==> config.mk <==
export PLATFORM = sky130hd
export DESIGN_NAME = input_conditioner
export DESIGN_NICKNAME = d
export VERILOG_FILES = /design/src/rtl/dino_pkg.sv /design/src/rtl/button_debounce.sv /design/src/rtl/input_conditioner.sv
export SDC_FILE = /design/constraint.sdc
export NUM_CORES = 1
export LEC_CHECK = 0
export CORE_MARGIN = 1
export CORE_UTILIZATION = 51
export DETAILED_ROUTE_END_ITERATION = 7
export PLACE_DENSITY_LB_ADDON = 0.25
export SLEW_MARGIN = 20
export SYNTH_ARGS = -nofsm -noshare
export SYNTH_HDL_FRONTEND = slang
export SYNTH_SLANG_ARGS = --single-unit
==> constraint.sdc <==
create_clock -name i_clk -period 1.6 [get_ports i_clk]
set_input_delay 0.48 -clock i_clk [delete_from_list [all_inputs] [get_ports i_clk]]
set_output_delay 0.48 -clock i_clk [all_outputs]
set_load 0.1 [all_outputs]
==> src/rtl/dino_pkg.sv <==
// Shared constants for the dino game front end: game-tick bit positions, button indices
// and the default debounce length.
package dino_pkg;

  localparam int unsigned TICK_SAMPLE             = 0;
  localparam int unsigned TICK_UPDATE             = 1;
  localparam int unsigned BTN_UP                  = 0;
  localparam int unsigned BTN_DOWN                = 1;
  localparam int unsigned DEBOUNCE_CYCLES_DEFAULT = 16;

endpackage

==> src/rtl/button_debounce.sv <==
// One button channel: synchroniser, debounce counter, accepted level, rising-edge detect.
// Optional press hold until the next sample tick when INPUT_CONDITIONER_PRESS_LATCH_EN is defined.
module button_debounce
  import dino_pkg::*;
#(
  parameter int unsigned SYNC_STAGES     = 2,
  parameter int unsigned DEBOUNCE_CYCLES = DEBOUNCE_CYCLES_DEFAULT
) (
  input  logic i_clk,
  input  logic i_reset,
  input  logic i_tick_sample,
  input  logic i_raw,
  output logic o_button,
  output logic o_rise
);

  localparam int unsigned CNT_W = $clog2(DEBOUNCE_CYCLES + 1);
  localparam logic [CNT_W-1:0] CNT_LAST = CNT_W'(DEBOUNCE_CYCLES - 1);

  logic [SYNC_STAGES-1:0] r_sync;
  logic [CNT_W-1:0]       r_cnt;
  logic                   r_db;
  logic                   r_button;
  logic                   r_rise;

  logic [CNT_W-1:0]       w_cnt_next;
  logic                   w_db_next;
  logic                   w_rise;
  logic                   w_sync;
  logic                   w_hold;

  assign w_sync = r_sync[SYNC_STAGES-1];

  always_ff @(posedge i_clk or posedge i_reset) begin
    if (i_reset) begin
      r_sync <= '0;
    end else begin
      r_sync <= {r_sync[SYNC_STAGES-2:0], i_raw};
    end
  end

  // Any cycle of agreement with the accepted level restarts the qualification count.
  always_comb begin
    w_db_next  = r_db;
    w_cnt_next = '0;
    if (w_sync != r_db) begin
      if (r_cnt == CNT_LAST) begin
        w_db_next = w_sync;
      end else begin
        w_cnt_next = r_cnt + 1'b1;
      end
    end
    w_rise = w_db_next & ~r_db;
  end

  always_ff @(posedge i_clk or posedge i_reset) begin
    if (i_reset) begin
      r_cnt <= '0;
      r_db  <= 1'b0;
    end else begin
      r_cnt <= w_cnt_next;
      r_db  <= w_db_next;
    end
  end

`ifdef INPUT_CONDITIONER_PRESS_LATCH_EN
  logic r_pend;
  logic w_pend_next;

  always_comb begin
    w_pend_next = r_pend;
    if (w_rise) begin
      w_pend_next = 1'b1;
    end else if (i_tick_sample) begin
      w_pend_next = 1'b0;
    end
    // Drop the hold on the same edge the controller samples the tick.
    w_hold = r_pend & ~(i_tick_sample & ~w_rise);
  end

  always_ff @(posedge i_clk or posedge i_reset) begin
    if (i_reset) begin
      r_pend <= 1'b0;
    end else begin
      r_pend <= w_pend_next;
    end
  end
`else
  logic w_unused_tick;
  assign w_unused_tick = i_tick_sample;
  assign w_hold        = 1'b0;
`endif

  always_ff @(posedge i_clk or posedge i_reset) begin
    if (i_reset) begin
      r_button <= 1'b0;
      r_rise   <= 1'b0;
    end else begin
      r_button <= r_db | w_hold;
      r_rise   <= w_rise;
    end
  end

  assign o_button = r_button;
  assign o_rise   = r_rise;

endmodule

==> src/rtl/input_conditioner.sv <==
// Synchronises and debounces the up/down push buttons for the player controller.
// Press latching is enabled by defining INPUT_CONDITIONER_PRESS_LATCH_EN.
module input_conditioner
  import dino_pkg::*;
#(
  parameter int unsigned SYNC_STAGES     = 2,
  parameter int unsigned DEBOUNCE_CYCLES = DEBOUNCE_CYCLES_DEFAULT
) (
  input  logic       i_clk,
  input  logic       i_reset,
  input  logic [1:0] i_game_tick,
  input  logic       i_btn_up_raw,
  input  logic       i_btn_down_raw,
  output logic       o_button_up,
  output logic       o_button_down,
  output logic       o_press_pulse
);

  logic [1:0] w_rise;
  logic       r_press_pulse;
  logic       w_unused_tick;

  assign w_unused_tick = i_game_tick[TICK_UPDATE];

  button_debounce #(
    .SYNC_STAGES     (SYNC_STAGES),
    .DEBOUNCE_CYCLES (DEBOUNCE_CYCLES)
  ) u_up (
    .i_clk         (i_clk),
    .i_reset       (i_reset),
    .i_tick_sample (i_game_tick[TICK_SAMPLE]),
    .i_raw         (i_btn_up_raw),
    .o_button      (o_button_up),
    .o_rise        (w_rise[BTN_UP])
  );

  button_debounce #(
    .SYNC_STAGES     (SYNC_STAGES),
    .DEBOUNCE_CYCLES (DEBOUNCE_CYCLES)
  ) u_down (
    .i_clk         (i_clk),
    .i_reset       (i_reset),
    .i_tick_sample (i_game_tick[TICK_SAMPLE]),
    .i_raw         (i_btn_down_raw),
    .o_button      (o_button_down),
    .o_rise        (w_rise[BTN_DOWN])
  );

  always_ff @(posedge i_clk or posedge i_reset) begin
    if (i_reset) begin
      r_press_pulse <= 1'b0;
    end else begin
      r_press_pulse <= w_rise[BTN_UP] | w_rise[BTN_DOWN];
    end
  end

  assign o_press_pulse = r_press_pulse;

endmodule

==> flow_metrics.tcl, run 1 <==
set metrics [dict create \
    timing.critical_path.buf_inv 0 \
    p_sw_share_pct 21.8 \
    worstPathRequired_ps 1780 \
    clk_transition_reported_paths_ps 100 \
    cts_buffers 3 \
    drc 0 \
    die_y_um 40.9 \
    avgViaCountPerCell 5.08 \
    power.share.sequential_pct 65.8 \
    critical_path.cell_chain "ha_1, nand3_2, nor2_2, mux2_1" \
    finalWeightedCongestion 0.727 \
    period_needed_ps 1370 \
    critical_path_peak_fanout 4 \
    max_freq_mhz 730 \
    global_route_wire_length_before_repair_mm 1.66 \
    ratio_of_cells_with_drive_above_1_in_the_final_layout_pct 16.2 \
    criticalPathCategory "flop to flop" \
    multiInputGateArea_um2 238 \
    power_uw 859 \
    number_of_synthesis_warnings 0 \
    drt_wl_total_mm 1.04 \
    cts-resized-gates 0 \
    fin_tns_setup_ps 0 \
    synth.net_count 65 \
    pre_cts_slack_ps 220 \
    area.sequential_um2 526 \
    final_cell_mix "sky130_fd_sc_hd__dfrtp_1, sky130_fd_sc_hd__nor2_1" \
    tritoncts "yes" \
    clock_tree.root_cell "sky130_fd_sc_hd__clkbuf_4" \
    crit_path_max_incr_delay_ps 410 \
    power_frac_comb_pct 6.1 \
    post_drt_wl_per_cell_um 12.6 \
    ctsHoldBuffers 0 \
    hold_path.class "flop to flop" \
    cellPowerDensity_mw_per_mm2 940 \
    final-hold-violation-count 0 \
    clk_path_buf_depth 2 \
    final_max_slew_viol_count 0 \
    number_of_search_and_repair_iterations_in_the_first_detailed_routing_pass 2 \
    floorplan.die_area_mm2 0.00167 \
    grt_start_max_net_pins 22 \
    post_cts_buffers 0 \
    final.setup_skew_ps 6.04 \
    synth_area_um2 771 \
    slowest_stage "sky130_fd_sc_hd__dfrtp_1" \
    reg2reg_depth 4 \
    timing.critical_path.depth 4 \
    port_buffers 6 \
    grt.overflow.total 0 \
    ioPinCount 9 \
    nFillCells 106 \
    synthesis.area_per_instance_um2 13.5 \
    antenna_violations_before_repair 0 \
    postLayoutSetupSlackWorst_ps 231 \
    total_inserted_antenna_cells 0 \
    max_cap_viol_count 0 \
    num_vias 422 \
    postLayoutCoreUtil_pct 67.7 \
    slew_headroom_pct 71.1 \
    ctsHtreeMaxLevel 1 \
    design.core.area_mm2 0.00135 \
    vdd_drop_max_mv 0.739 \
    type_of_element_launching_the_critical_path "flop" \
    synth_cell_type_count 21 \
    grt_setup_unrepaired "false" \
    row_count 13 \
    p_switching_uw 187 \
    p_int_uw 672 \
    drtIter0Drc 5 \
    setup-violations-final 0 \
    critical_path.endpoint_type "flop" \
    clock_sink_count 21 \
    first_global_vias 380 \
    outcome "completed" \
    post_layout_nets 77 \
    critical_path_arrival_ps 1550 \
    post_synth_inst_count 57 \
    clock_insertion_delay_worst_skew_ps 290 \
    critical_path.top_delay_family "flip-flops" \
    synth-seq-area-share_pct 68.2 \
    max_slew.worst_pin.slew_ps 431 \
    hold_path_depth 0 \
    detail-route-antenna-nets 0 \
    initial_core_util_pct 57.1 \
    globalRouteTotalUtil_pct 16.8 \
    leakage_nw 0.442 \
    detailedPlacementHpwl_um 778 \
    ys_ff_latch 21 \
    overall_die_width_um 40.9 \
    area_growth_pct 18.5 \
    clock_power_share_pct 28.0 \
    layout_commonest_cell "sky130_fd_sc_hd__dfrtp_1" \
    layout_worst_path_cycle_share_pct 85.6 \
]
[registers in the layout, indices dropped and copies added, names as in the netlist]
name,cells
u_down.r_db,1
u_up.r_db,1
u_down.o_button,1
u_up.r_sync,2
u_up.o_button,1
u_down.r_sync,2
u_up.o_rise,1
u_down.r_cnt,5
u_down.o_rise,1
o_press_pulse,1
u_up.r_cnt,5
[layout make-up]
cell class,instances,share of cell area (%)
Tap cell,15,2.05
Clock buffer,4,2.88
Multi-Input combinational cell,34,26.0
Inverter,2,0.822
Timing Repair Buffer,7,10.7
Sequential cell,21,57.5
[logic make-up after synthesis]
kind of cell	count (synthesis)	share of synthesized area (%)
AOI/OAI and AO/OA	2	1.46
xor gates and xnor gates	5	5.68
adders and majority gates	2	3.25
buffers and inverters	2	0.974
DFF	21	68.2
muxes	2	2.92
and+or+nand+nor	23	17.5
[routing by layer]
| layer | vias up | GRT usage, % | routed length [um] |
|---|---|---|---|
| met5 | - | 0 | 0 |
| met4 | 0 | 7.50 | 16 |
| met3 | 2 | 8.15 | 39 |
| met2 | 8 | 23.0 | 481 |
| met1 | 199 | 22.3 | 504 |
| li1 | 213 | - | - |
[per-stage QoR]
| stage | instance area (um2) | std cells | hold slack [ps] |
|---|---|---|---|
| after floorplan | 771 | 57 | 331 |
| after global placement | 887 | 79 | 337 |
| after detailed placement | 887 | 79 | 336 |
| after CTS | 913 | 83 | 366 |
| after global routing | 913 | 83 | 379 |
| final | 913 | 83 | 360 |
[power groups by stage]
stage	clock network, mW	logic (mW)	registers, mW
2_1_floorplan	0	0.0352	0.573
3_3_place_gp	0	0.0520	0.574
3_5_place_dp	0	0.0541	0.576
4_1_cts	0.245	0.0541	0.565
5_1_grt	0.270	0.0602	0.568
6_report	0.241	0.0527	0.565
[synth_stat cells (all sizes together)]
cell    number  area share, %
or2          1           0.81
inv          2           0.97
a31oi        1           0.81
nor4b        2            2.3
ha           2            3.2
and2         1           0.81
o21ai        1           0.65
nand2        2           0.97
mux2         2            2.9
and3         1           0.81
nand3        4            3.9
nand4b       1            1.1
nor2b        1           0.81
nor3         1           0.65
dfrtp       21             68
xnor2        2            2.3
xor2         3            3.4
nor2         7            3.7
nand2b       2            1.6
[path summary, 6_finish.rpt]
check	start	endpoint	slack, ps
min in group asynchronous	i_reset	u_up.o_rise	490
max in group asynchronous	i_reset	u_down.r_sync[0]	900
worst max register to register	u_up.r_cnt[0]	u_up.r_db	230
worst min register to register	u_down.r_sync[0]	u_down.r_sync[1]	360
worst min-delay path	u_down.r_sync[0]	u_down.r_sync[1]	360
worst max-delay path	u_up.r_cnt[0]	u_up.r_db	230
Note: power is estimated with default switching activity, not from simulation.
==> run 2: changes to the inputs <==
Settings changed: REMOVE_ABC_BUFFERS set to 1.
==> results of run 2 <==
The final DEF is identical to that of run 1; final timing and power are the same.
==> run 3: changes to the inputs <==
Settings changed: CORE_UTILIZATION 51 to 46, SYNTH_HIERARCHICAL set to 1.
Clock period 1.6 ns to 1.15 ns, I/O delays scaled along.
==> run 3 against run 2 <==
Net effect:
- the run now ends with setup timing left
- setup slack lost 300 ps
- synthesized cell count did not move
- worst hold slack got worse by 130 ps
- sequential power grew 39%
- combinational power grew 90%
- non-clock buffer count up 6
- critical path depth shrank 3
- total power up 41%
- critical path type is now flop to output pin
- critical endpoint is now o_press_pulse
- highest routed layer unchanged
==> flow_metrics.tcl, run 3 <==
set metrics [dict create \
    outcome "finished, violations left" \
    failed_checks "setup timing" \
    slew_headroom_pct 73.9 \
    synth_edf_count 0 \
    synth_flop_cell "sky130_fd_sc_hd__dfrtp_1" \
    initial_core_util_pct 50.8 \
    setup-violations-final 5 \
    number_of_search_and_repair_iterations_in_the_first_detailed_routing_pass 4 \
    grt.overflow.total 0 \
    fin_worst_hold_slack_ps 235 \
    finalWeightedCongestion 0.708 \
    floorplan.die_area_mm2 0.00187 \
    proportion_of_register_bits_with_asynchronous_set_or_reset_after_synthesis_pct 100 \
    drtIter0Drc 6 \
    max_slew.worst_pin.slew_ps 391 \
    critical_path.top_delay_family "flip-flops" \
    critical_path_peak_fanout 1 \
    avgViaCountPerCell 5.00 \
    finish.instance_area_mm2 0.00107 \
    slowest_stage "sky130_fd_sc_hd__dfrtp_1" \
    clock_insertion_delay_worst_skew_ps 290 \
    post_layout_nets 83 \
    clk_transition_reported_paths_ps 100 \
    top_regs "u_down/r_cnt x5, u_up/r_cnt x5" \
    clk_path_buf_depth 2 \
    antenna_violations_before_repair 0 \
    design.core.area_mm2 0.00154 \
    clock_tree.root_cell "sky130_fd_sc_hd__clkbuf_4" \
    final.setup_skew_ps 1.65 \
    type_of_element_launching_the_critical_path "flop" \
    power_mw 1.21 \
    post-synth-top-area-cell "sky130_fd_sc_hd__dfrtp_1" \
    ioPinCount 9 \
    overall_die_width_um 43.3 \
    timing.critical_path.depth 1 \
    tritoncts "yes" \
    ys_ff_latch 21 \
    period_needed_ps 1220 \
    die_y_um 43.3 \
    final-hold-violation-count 0 \
    layout_commonest_cell "sky130_fd_sc_hd__dfrtp_1" \
    synth_cell_type_count 14 \
    synth.top_cell.area_share_pct 67.1 \
    timing.critical_path.buf_inv 1 \
    synth-seq-area-share_pct 67.1 \
    post_synth_main_area_contributors "sky130_fd_sc_hd__dfrtp_1, sky130_fd_sc_hd__xor2_1, sky130_fd_sc_hd__ha_1" \
    grt_start_max_net_pins 12 \
    postLayoutSetupSlackWorst_ps -67.8 \
    post_synth_inst_count 57 \
    synthesis.area_per_instance_um2 13.7 \
    cts_buffers 3 \
    globalRouteTotalUtil_pct 13.8 \
    netlist_top_cells_count "sky130_fd_sc_hd__dfrtp_1, sky130_fd_sc_hd__xor2_1, sky130_fd_sc_hd__inv_1" \
    ratio_of_cells_with_drive_above_1_in_the_final_layout_pct 40.5 \
    clock_sink_count 21 \
    global_route_wire_length_before_repair_mm 1.81 \
    num_vias 450 \
    critical_path.endpoint_type "output pin" \
    final_max_slew_viol_count 0 \
    criticalPathCategory "flop to output pin" \
    grt_setup_unrepaired "true" \
    critical_path.startpoint "o_press_pulse" \
    synth.most_common_cell "sky130_fd_sc_hd__dfrtp_1" \
    leakage_nw 0.513 \
    total_inserted_antenna_cells 0 \
    port_buffers 6 \
    ctsHtreeMaxLevel 1 \
    final_cell_mix "sky130_fd_sc_hd__dfrtp_1, sky130_fd_sc_hd__inv_1, sky130_fd_sc_hd__xor2_1" \
    critical_path.cell_chain "buf_12" \
    postLayoutCoreUtil_pct 69.4 \
    vdd_drop_max_mv 0.851 \
    max_freq_mhz 821 \
    cellPowerDensity_mw_per_mm2 1130 \
    first_global_vias 435 \
    drt_wl_total_mm 1.10 \
    critPathCapture "o_press_pulse" \
    drc 0 \
    postPlaceCellArea_um2 938 \
    reg2reg_to "u_down/r_db" \
    crit_path_max_incr_delay_ps 410 \
    synth_area_um2 783 \
    max_cap_viol_count 0 \
    layout_worst_path_cycle_share_pct 106 \
    hold_path.class "input pin to asynchronous set/reset pin" \
    area_growth_pct 36.6 \
    number_of_synthesis_warnings 6 \
    reg2reg_depth 4 \
    critical_path_arrival_ps 870 \
    worst_r2r_startpoint "u_down/r_cnt[1]" \
    detail-route-antenna-nets 0 \
    row_count 14 \
    worstPathRequired_ps 810 \
    ff2ff_setup_slack_ps -50 \
    detailedPlacementHpwl_um 801 \
    post_drt_wl_per_cell_um 12.2 \
]
==> run 3: kinds of logic (layout without fill, tap and decap cells) <==
logic type,count (synthesis),after routing,synth area share (%)
multiplexers,2,2,2.88
XOR/XNOR,6,6,6.71
AO/OA/AOI/OAI,2,2,2.24
AND/OR/NAND/NOR,19,19,15.5
adder cells (fa/ha/maj),2,2,3.19
buffers and inverters,5,22,2.40
flip-flops,21,21,67.1
==> run 3: where the power goes <==
part           total [mW]  switching [mW]  internal (mW)
logic              0.0999          0.0463         0.0535
clock network       0.328           0.193          0.135
registers           0.783          0.0211          0.762
total                1.21           0.261          0.951
==> run 3: per-layer routing <==
metal / up-vias / wire (um) / GRT usage [%]
li1: 217 / - / -
met1: 221 / 553 / 19.8
met2: 8 / 479 / 18.2
met3: 4 / 36 / 3.83
met4: 0 / 28 / 9.09
met5: - / 0 / 0
==> run 3: timing repair <==
| action | in CTS | in global routing |
|---|---|---|
| resized for setup | 6 | 12 |
| hold buffers | 0 | 0 |
| setup endpoints to repair | 8 | 17 |
| pin swaps | 0 | 5 |
| buffers inserted | 0 | 1 |
==> run 3: per-stage QoR <==
stage	worst slack, ps	cells	setup TNS (ps)
3_3_place_gp	-3.47	85	-4.70
4_1_cts	-84.1	89	-297
6_report	-67.8	90	-271
2_1_floorplan	-78.3	57	-279
5_1_grt	-118	90	-658
3_5_place_dp	-37.6	85	-60.1
==> run 3: final cells by class <==
| cell class | instances | area (um2) |
|---|---|---|
| flip-flops and latches | 21 | 526 |
| fillers | 112 | 472 |
| multi-input cells | 31 | 322 |
| repair buffers | 13 | 158 |
| clock buffers | 4 | 26.3 |
| well taps | 16 | 20.0 |
| inverters | 5 | 18.8 |
==> run 3: how the worst min path moves through the flow <==
| stage | end | cells past startpoint | from |
|---|---|---|---|
| detailed placement | u_up/r_sync[1] | 0 | u_up/r_sync[0] |
| global route | o_press_pulse | 2 | i_reset |
| finish | o_press_pulse | 2 | i_reset |
| CTS | o_press_pulse | 2 | i_reset |
| global placement | u_down/r_sync[1] | 0 | u_down/r_sync[0] |
| floorplan | o_press_pulse | 1 | i_reset |
